[src/rtl/ex_mdu_pkg.sv]
// Shared constants, state encoding and operand-class helpers for the RV32M
// iterative multiply/divide unit.
package ex_mdu_pkg;

   localparam logic [6:0] FUNC7_M = 7'b0000001;

   localparam logic [2:0] INST_MUL    = 3'd0;
   localparam logic [2:0] INST_MULH   = 3'd1;
   localparam logic [2:0] INST_MULHSU = 3'd2;
   localparam logic [2:0] INST_MULHU  = 3'd3;
   localparam logic [2:0] INST_DIV    = 3'd4;
   localparam logic [2:0] INST_DIVU   = 3'd5;
   localparam logic [2:0] INST_REM    = 3'd6;
   localparam logic [2:0] INST_REMU   = 3'd7;

   typedef enum logic [1:0] {
      StIdle = 2'd0,
      StCalc = 2'd1,
      StDone = 2'd2
   } mdu_state_e;

   function automatic logic op1_is_signed(input logic [2:0] f);
      return (f == INST_MULH) || (f == INST_MULHSU) || (f == INST_DIV) || (f == INST_REM);
   endfunction

   function automatic logic op2_is_signed(input logic [2:0] f);
      return (f == INST_MULH) || (f == INST_DIV) || (f == INST_REM);
   endfunction

endpackage

[src/rtl/ex_mdu_if.sv]
// Request/response bundle between the execute stage (master) and the MDU (slave).
interface ex_mdu_if #(
   parameter int unsigned XLEN = 32
);
   logic            start_i;
   logic [2:0]      func3_i;
   logic [XLEN-1:0] op1_i;
   logic [XLEN-1:0] op2_i;
   logic [4:0]      rd_addr_i;
   logic            flush_i;
   logic            busy_o;
   logic            hold_flag_o;
   logic [XLEN-1:0] rd_data_o;
   logic [4:0]      rd_addr_o;
   logic            rd_wen_o;

   modport master (
      output start_i, func3_i, op1_i, op2_i, rd_addr_i, flush_i,
      input  busy_o, hold_flag_o, rd_data_o, rd_addr_o, rd_wen_o
   );

   modport slave (
      input  start_i, func3_i, op1_i, op2_i, rd_addr_i, flush_i,
      output busy_o, hold_flag_o, rd_data_o, rd_addr_o, rd_wen_o
   );
endinterface

[src/rtl/ex_mdu.sv]
// Iterative radix-2 RV32M multiply/divide unit: unsigned magnitudes are processed
// in a shared 2*XLEN accumulator and the sign is restored when the result is written.
module ex_mdu
   import ex_mdu_pkg::*;
#(
   parameter  int unsigned XLEN  = 32,
   localparam int unsigned CNT_W = $clog2(XLEN + 1)
) (
   input logic      clk,
   input logic      rst_n,
   ex_mdu_if.slave  mdu_io
);

   localparam logic [CNT_W-1:0] CntLast = CNT_W'(XLEN - 1);

   mdu_state_e        state_q;
   logic [2:0]        func3_q;
   logic [4:0]        addr_q;
   logic              neg_q;
   logic [CNT_W-1:0]  cnt_q;
   logic [XLEN-1:0]   opb_q;
   logic [2*XLEN-1:0] acc_q;
   logic [XLEN-1:0]   rd_data_q;
   logic [4:0]        rd_addr_q;
   logic              rd_wen_q;

   // Start-cycle decode
   logic              s1, s2;
   logic [XLEN-1:0]   mag1, mag2;
   logic              div_zero, div_ovf, early;
   logic [XLEN-1:0]   early_res;
   logic              neg_d;

   always_comb begin
      s1        = op1_is_signed(mdu_io.func3_i) & mdu_io.op1_i[XLEN-1];
      s2        = op2_is_signed(mdu_io.func3_i) & mdu_io.op2_i[XLEN-1];
      mag1      = s1 ? -mdu_io.op1_i : mdu_io.op1_i;
      mag2      = s2 ? -mdu_io.op2_i : mdu_io.op2_i;
      div_zero  = (mdu_io.op2_i == '0);
      div_ovf   = ((mdu_io.func3_i == INST_DIV) || (mdu_io.func3_i == INST_REM)) &&
                  (mdu_io.op1_i == {1'b1, {(XLEN-1){1'b0}}}) && (mdu_io.op2_i == '1);
      early     = mdu_io.func3_i[2] & (div_zero | div_ovf);
      early_res = '0;
      if (div_zero) begin
         early_res = mdu_io.func3_i[1] ? mdu_io.op1_i : '1;
      end else if (div_ovf) begin
         early_res = mdu_io.func3_i[1] ? '0 : mdu_io.op1_i;
      end
      // Remainder takes the dividend's sign; product and quotient take s1^s2.
      neg_d = (mdu_io.func3_i[2] && mdu_io.func3_i[1]) ? s1 : (s1 ^ s2);
   end

   // One radix-2 step plus the signed result it would produce on the final step
   logic [XLEN:0]     mul_sum;
   logic [XLEN:0]     rem_sh;
   logic [XLEN:0]     div_diff;
   logic [2*XLEN-1:0] acc_step;
   logic [2*XLEN-1:0] prod_fix;
   logic [XLEN-1:0]   quo_fix, rem_fix;
   logic [XLEN-1:0]   result;

   always_comb begin
      mul_sum  = {1'b0, acc_q[2*XLEN-1:XLEN]} + (acc_q[0] ? {1'b0, opb_q} : '0);
      rem_sh   = acc_q[2*XLEN-1:XLEN-1];
      div_diff = rem_sh - {1'b0, opb_q};
      if (func3_q[2]) begin
         // A clear top bit of the difference means the divisor fits: quotient bit 1.
         acc_step = div_diff[XLEN] ? {rem_sh[XLEN-1:0], acc_q[XLEN-2:0], 1'b0}
                                   : {div_diff[XLEN-1:0], acc_q[XLEN-2:0], 1'b1};
      end else begin
         acc_step = {mul_sum, acc_q[XLEN-1:1]};
      end
      prod_fix = neg_q ? -acc_step : acc_step;
      quo_fix  = neg_q ? -acc_step[XLEN-1:0] : acc_step[XLEN-1:0];
      rem_fix  = neg_q ? -acc_step[2*XLEN-1:XLEN] : acc_step[2*XLEN-1:XLEN];
      result   = '0;
      case (func3_q)
         INST_MUL:                           result = prod_fix[XLEN-1:0];
         INST_MULH, INST_MULHSU, INST_MULHU: result = prod_fix[2*XLEN-1:XLEN];
         INST_DIV, INST_DIVU:                result = quo_fix;
         default:                            result = rem_fix;
      endcase
   end

   always_ff @(posedge clk or negedge rst_n) begin
      if (!rst_n) begin
         state_q   <= StIdle;
         func3_q   <= '0;
         addr_q    <= '0;
         neg_q     <= 1'b0;
         cnt_q     <= '0;
         opb_q     <= '0;
         acc_q     <= '0;
         rd_data_q <= '0;
         rd_addr_q <= '0;
         rd_wen_q  <= 1'b0;
      end else begin
         rd_wen_q <= 1'b0;
         case (state_q)
            StIdle: begin
               if (mdu_io.start_i && !mdu_io.flush_i) begin
                  func3_q <= mdu_io.func3_i;
                  addr_q  <= mdu_io.rd_addr_i;
                  neg_q   <= neg_d;
                  cnt_q   <= '0;
                  if (early) begin
                     rd_data_q <= early_res;
                     rd_addr_q <= mdu_io.rd_addr_i;
                     rd_wen_q  <= 1'b1;
                     state_q   <= StDone;
                  end else begin
                     // Divide: dividend in the low half. Multiply: multiplier there.
                     acc_q   <= {{XLEN{1'b0}}, (mdu_io.func3_i[2] ? mag1 : mag2)};
                     opb_q   <= mdu_io.func3_i[2] ? mag2 : mag1;
                     state_q <= StCalc;
                  end
               end
            end
            StCalc: begin
               if (mdu_io.flush_i) begin
                  state_q <= StIdle;
               end else begin
                  acc_q <= acc_step;
                  cnt_q <= cnt_q + CNT_W'(1);
                  if (cnt_q == CntLast) begin
                     rd_data_q <= result;
                     rd_addr_q <= addr_q;
                     rd_wen_q  <= 1'b1;
                     state_q   <= StDone;
                  end
               end
            end
            StDone:  state_q <= StIdle;
            default: state_q <= StIdle;
         endcase
      end
   end

   assign mdu_io.busy_o      = (state_q != StIdle);
   assign mdu_io.hold_flag_o = ((state_q == StIdle) & mdu_io.start_i & ~mdu_io.flush_i) |
                               (state_q == StCalc);
   assign mdu_io.rd_data_o   = rd_data_q;
   assign mdu_io.rd_addr_o   = rd_addr_q;
   assign mdu_io.rd_wen_o    = rd_wen_q;

endmodule

[src/flat_wrapper.sv]
// flat-port wrapper written by rule: the top's interface ports become plain ports
module ex_mdu_flat import ex_mdu_pkg::*;
#(
   parameter  int unsigned XLEN  = 32,
   localparam int unsigned CNT_W = $clog2(XLEN + 1)
)
  (clk, rst_n, mdu_io_start_i, mdu_io_func3_i, mdu_io_op1_i, mdu_io_op2_i, mdu_io_rd_addr_i, mdu_io_flush_i, mdu_io_busy_o, mdu_io_hold_flag_o, mdu_io_rd_data_o, mdu_io_rd_addr_o, mdu_io_rd_wen_o);
  ex_mdu_if #(.XLEN(XLEN)) mdu_io_i ();
  input logic clk;
  input logic rst_n;
  input wire logic [$bits(mdu_io_i.start_i)-1:0] mdu_io_start_i;
  input wire logic [$bits(mdu_io_i.func3_i)-1:0] mdu_io_func3_i;
  input wire logic [$bits(mdu_io_i.op1_i)-1:0] mdu_io_op1_i;
  input wire logic [$bits(mdu_io_i.op2_i)-1:0] mdu_io_op2_i;
  input wire logic [$bits(mdu_io_i.rd_addr_i)-1:0] mdu_io_rd_addr_i;
  input wire logic [$bits(mdu_io_i.flush_i)-1:0] mdu_io_flush_i;
  output wire logic [$bits(mdu_io_i.busy_o)-1:0] mdu_io_busy_o;
  output wire logic [$bits(mdu_io_i.hold_flag_o)-1:0] mdu_io_hold_flag_o;
  output wire logic [$bits(mdu_io_i.rd_data_o)-1:0] mdu_io_rd_data_o;
  output wire logic [$bits(mdu_io_i.rd_addr_o)-1:0] mdu_io_rd_addr_o;
  output wire logic [$bits(mdu_io_i.rd_wen_o)-1:0] mdu_io_rd_wen_o;
  assign mdu_io_i.start_i = mdu_io_start_i;
  assign mdu_io_i.func3_i = mdu_io_func3_i;
  assign mdu_io_i.op1_i = mdu_io_op1_i;
  assign mdu_io_i.op2_i = mdu_io_op2_i;
  assign mdu_io_i.rd_addr_i = mdu_io_rd_addr_i;
  assign mdu_io_i.flush_i = mdu_io_flush_i;
  assign mdu_io_busy_o = mdu_io_i.busy_o;
  assign mdu_io_hold_flag_o = mdu_io_i.hold_flag_o;
  assign mdu_io_rd_data_o = mdu_io_i.rd_data_o;
  assign mdu_io_rd_addr_o = mdu_io_i.rd_addr_o;
  assign mdu_io_rd_wen_o = mdu_io_i.rd_wen_o;
  ex_mdu #(.XLEN(XLEN)) u_core (.clk(clk), .rst_n(rst_n), .mdu_io(mdu_io_i));
endmodule
[config.mk]
export PLATFORM = sky130hd
export DESIGN_NAME = ex_mdu_flat
export DESIGN_NICKNAME = d
export VERILOG_FILES = /design/src/rtl/ex_mdu_pkg.sv /design/src/rtl/ex_mdu_if.sv /design/src/rtl/ex_mdu.sv /design/src/flat_wrapper.sv
export SDC_FILE = /design/constraint.sdc
export NUM_CORES = 1
export LEC_CHECK = 0
export ABC_AREA = 1
export BUFFER_PORTS_ARGS = -buffer_cell sky130_fd_sc_hd__buf_2
export CAP_MARGIN = 20
export CORE_MARGIN = 10
export CORE_UTILIZATION = 40
export DETAILED_ROUTE_END_ITERATION = 8
export PLACE_DENSITY = 0.7
export SLEW_MARGIN = 20
export SYNTH_ARGS = -nofsm -noshare
export SYNTH_HDL_FRONTEND = slang
export SYNTH_SLANG_ARGS = --single-unit
[constraint.sdc]
create_clock -name clk -period 3.8 [get_ports clk]
set_input_delay 0.19 -clock clk [delete_from_list [all_inputs] [get_ports clk]]
set_output_delay 0.19 -clock clk [all_outputs]
set_load 0.03 [all_outputs]
==> out/results.ini <==
[worst_setup_path]
r2r_end = u_core.mdu_io.rd_data_o[26]
slowest_stage = dfrtp_1
crit_start = u_core.acc_q[31]
r2r_start = u_core.acc_q[31]
rr_worst_depth = 33
r2r_slack_ns = -0.38
start_kind = register
cp_data_required_time_ns = 4.16
setup.worst_path.class = register to register
crit_top_cell = nand2_2
critical_path.endpoint = u_core.mdu_io.rd_data_o[26]
slowest_delay_ns = 0.37
worst_ep_arrival_time_ns = 4.54
cp-end-kind = register
path_max_fanout = 5

[place]
place_ws_ns = -0.450
dp_hpwl_um = 66100
gp_congestion = 1.02
port_buffers = 115
post_dp_cell_area_mm2 = 0.0219

[detailed_routing]
antenna_left = 0
viasPerCell = 5.52
wl_met3_um = 8640
drt_iter0_markers = 2962
drc = 0
highest_layer = met5
wl_um = 83600
vias = 23200
post_drt_wl_per_cell_um = 19.9
wl_met2_um = 36700
wl_met1_um = 32800
first_pass_iters = 6

[clock_tree]
cts_root_buf = clkbuf_16
clkLatencyLatePin_ns = 0.47
cts_max_level = 4
cts_tree = yes
cts-buffers-inserted = 17
clock-sinks = 151
cts.clk_slew.worst_paths_ns = 0.07
cts_buffer_depth = 2

[timing]
min_period_ns = 4.18
fin_ws_ns = -0.384
finalSetupViolCount = 17
hold_viol = 0
setup-tns-final_ns = -4.09
max_freq_mhz = 239
skew_ns = 0.00990
relSlewSlack = 0.353
drv_slew = 0
fin_crit_sh = 1.10
grt_setup_unrepaired = yes
worstMarginPinSlew_ns = 0.970

[die]
start_util = 0.407
fp-row-count = 77
core_mm2 = 0.0445
io_pins = 116
dieArea_mm2 = 0.0542
die_w_um = 233
die-height_um = 233

[global_route]
antenna_found_initial = 5
grt_max_degree = 88
grt_pass1_vias = 20900
grt_remaining_overflow = 0
grt_pass1_wl_um = 121000
track_usage = 0.293

[pwr]
finalPower_w = 0.0231
pwr-share-comb = 0.807
intPower_w = 0.0104
p_leak_nw = 12.3
seq_power_share = 0.114
power.density_mw_per_mm2 = 970
p_sw_frac = 0.552
irDropWorstVdd_uv = 569
clockPowerShare = 0.078
p_sw_w = 0.0128

[yosys]
synth_area_mm2 = 0.0181
syn-num-nets = 3289
ys_seq_area_frac = 0.208
ys_seq_elements = 151
syn_area_per_cell_um2 = 5.77
synthesis.instances = 3141
yosys_warnings = 0
dominantRegCellSynth = dfrtp_1
synthArstFlopShare = 1.00
synth.distinct_cells = 57
synth-edff-count = 0

[run_status]
outcome = complete, but fails checks
violations = setup timing

[final_layout]
final_common_cell = nand2_1
drive_gt1_frac = 0.237
layout.area.seq_mm2 = 0.00378
fin_area_mm2 = 0.0238
fill_cells = 4523
layout_common_cells = nand2_1, inv_1, buf_4
multi_input_area_mm2 = 0.0130
synthToLayoutAreaGrowth_pct = 31.6
final_net_count = 3737

[worst_hold_path]
hp-class = input pin to register

[job]
cap_violations = 0

==> state kept, by name (all words and copies together), names as in the netlist <==
signal / flops
u_core.addr_q: 5
u_core.acc_q: 64
u_core.mdu_io.rd_addr_o: 5
u_core.state_q: 2
u_core.mdu_io.rd_data_o: 32
u_core.neg_q: 1
u_core.mdu_io.rd_wen_o: 1
u_core.func3_q: 3
u_core.opb_q: 32
u_core.cnt_q: 6
==> final cells by class <==
cell class	count	area share
multi-input cells	2416	0.546
flip-flops and latches	151	0.159
inverters	466	0.0735
well taps	592	0.0311
repair buffers	537	0.166
diodes	4	0.000420
clock buffers	17	0.0178
clock inverters	15	0.00703
==> Yosys cell counts (7+ instances only) <==
library cell  instances  area [µm²]
a21o_1                7        52.6
a21oi_1             157         786
a22oi_1               7        52.6
a31oi_1              19         119
buf_1                 8        30.0
buf_2                30         150
buf_4                10        75.1
clkbuf_1             55         206
dfrtp_1             151        3780
ha_1                 70         876
inv_1               447        1680
inv_2                13        48.8
nand2_1             911        3420
nand2_2              28         175
nand3_1             253        1270
nand3_2               9        90.1
nand3b_1             17         128
nand4_1              33         206
nor2_1              359        1350
nor2_2                9        56.3
nor3_1               28         140
nor4_1               14        87.6
o211ai_1             31         233
o21ai_0             239        1200
o21ai_1              21         105
o21bai_1             14         105
o22ai_1              31         194
or2_2                11        68.8
xnor2_1              24         210
xor2_1               72         631
==> cell families after synthesis <==
logic type | Yosys count | synth area share
XOR/XNOR | 96 | 0.0464
adder cells (fa/ha/maj) | 72 | 0.0505
AO/OA/AOI/OAI | 553 | 0.170
AND/OR/NAND/NOR | 1695 | 0.399
flip-flops | 151 | 0.208
buffers and inverters | 574 | 0.125
==> per-stage QoR <==
| stage | util | cells | hold WS [ns] |
|---|---|---|---|
| floorplan | - | 3141 | -0.106 |
| global placement | 0.492 | 4113 | 0.324 |
| detailed placement | 0.492 | 4113 | 0.329 |
| CTS | 0.510 | 4159 | 0.0281 |
| global route | 0.536 | 4194 | 0.0632 |
| finish | 0.536 | 4198 | 0.0218 |
==> metal layers <==
layer | vias up | track usage
li1 | 11000 | -
met1 | 10600 | 0.366
met2 | 1335 | 0.459
met3 | 258 | 0.0625
met4 | 2 | 0.173
met5 | - | 0
==> worst min-delay path by stage <==
| stage | slack (ns) | cells past startpoint | start | end |
|---|---|---|---|---|
| 2_1_floorplan | -0.11 | 0 | rst_n | u_core.acc_q[0] |
| 3_3_place_gp | 0.32 | 1 | rst_n | u_core.mdu_io.rd_addr_o[0] |
| 3_5_place_dp | 0.33 | 1 | rst_n | u_core.mdu_io.rd_addr_o[0] |
| 4_1_cts | 0.03 | 3 | mdu_io_rd_addr_i[4] | u_core.addr_q[4] |
| 5_1_grt | 0.06 | 3 | mdu_io_rd_addr_i[4] | u_core.addr_q[4] |
| 6_report | 0.02 | 3 | mdu_io_rd_addr_i[4] | u_core.addr_q[4] |
==> power by group through the flow <==
stage | registers, W | logic, W | clock network [W]
after CTS | 0.00260 | 0.0165 | 0.00181
final | 0.00264 | 0.0187 | 0.00181
after global routing | 0.00270 | 0.0200 | 0.00188
after floorplan | 0.00299 | 0.00901 | 0
after global placement | 0.00260 | 0.0162 | 0
after detailed placement | 0.00263 | 0.0162 | 0
==> what timing repair did <==
item,CTS,global route
hold endpoints to repair,92,0
hold buffers,5,0
buffers inserted,9,33
gates resized for setup,26,207
cloned,0,2
setup endpoints to repair,31,32
pin swaps,9,54
==> worst max-delay path: cells and delay by family, from the launching register on <==
family | cells | cell delay (ns)
adder cells (fa/ha/maj) | 3 | 0.65
AND/OR/NAND/NOR | 25 | 2.40
buffers and inverters | 2 | 0.11
flip-flops | 1 | 0.37
AO/OA/AOI/OAI | 3 | 0.52
No activity file was read; power rests on OpenSTA's default activity.
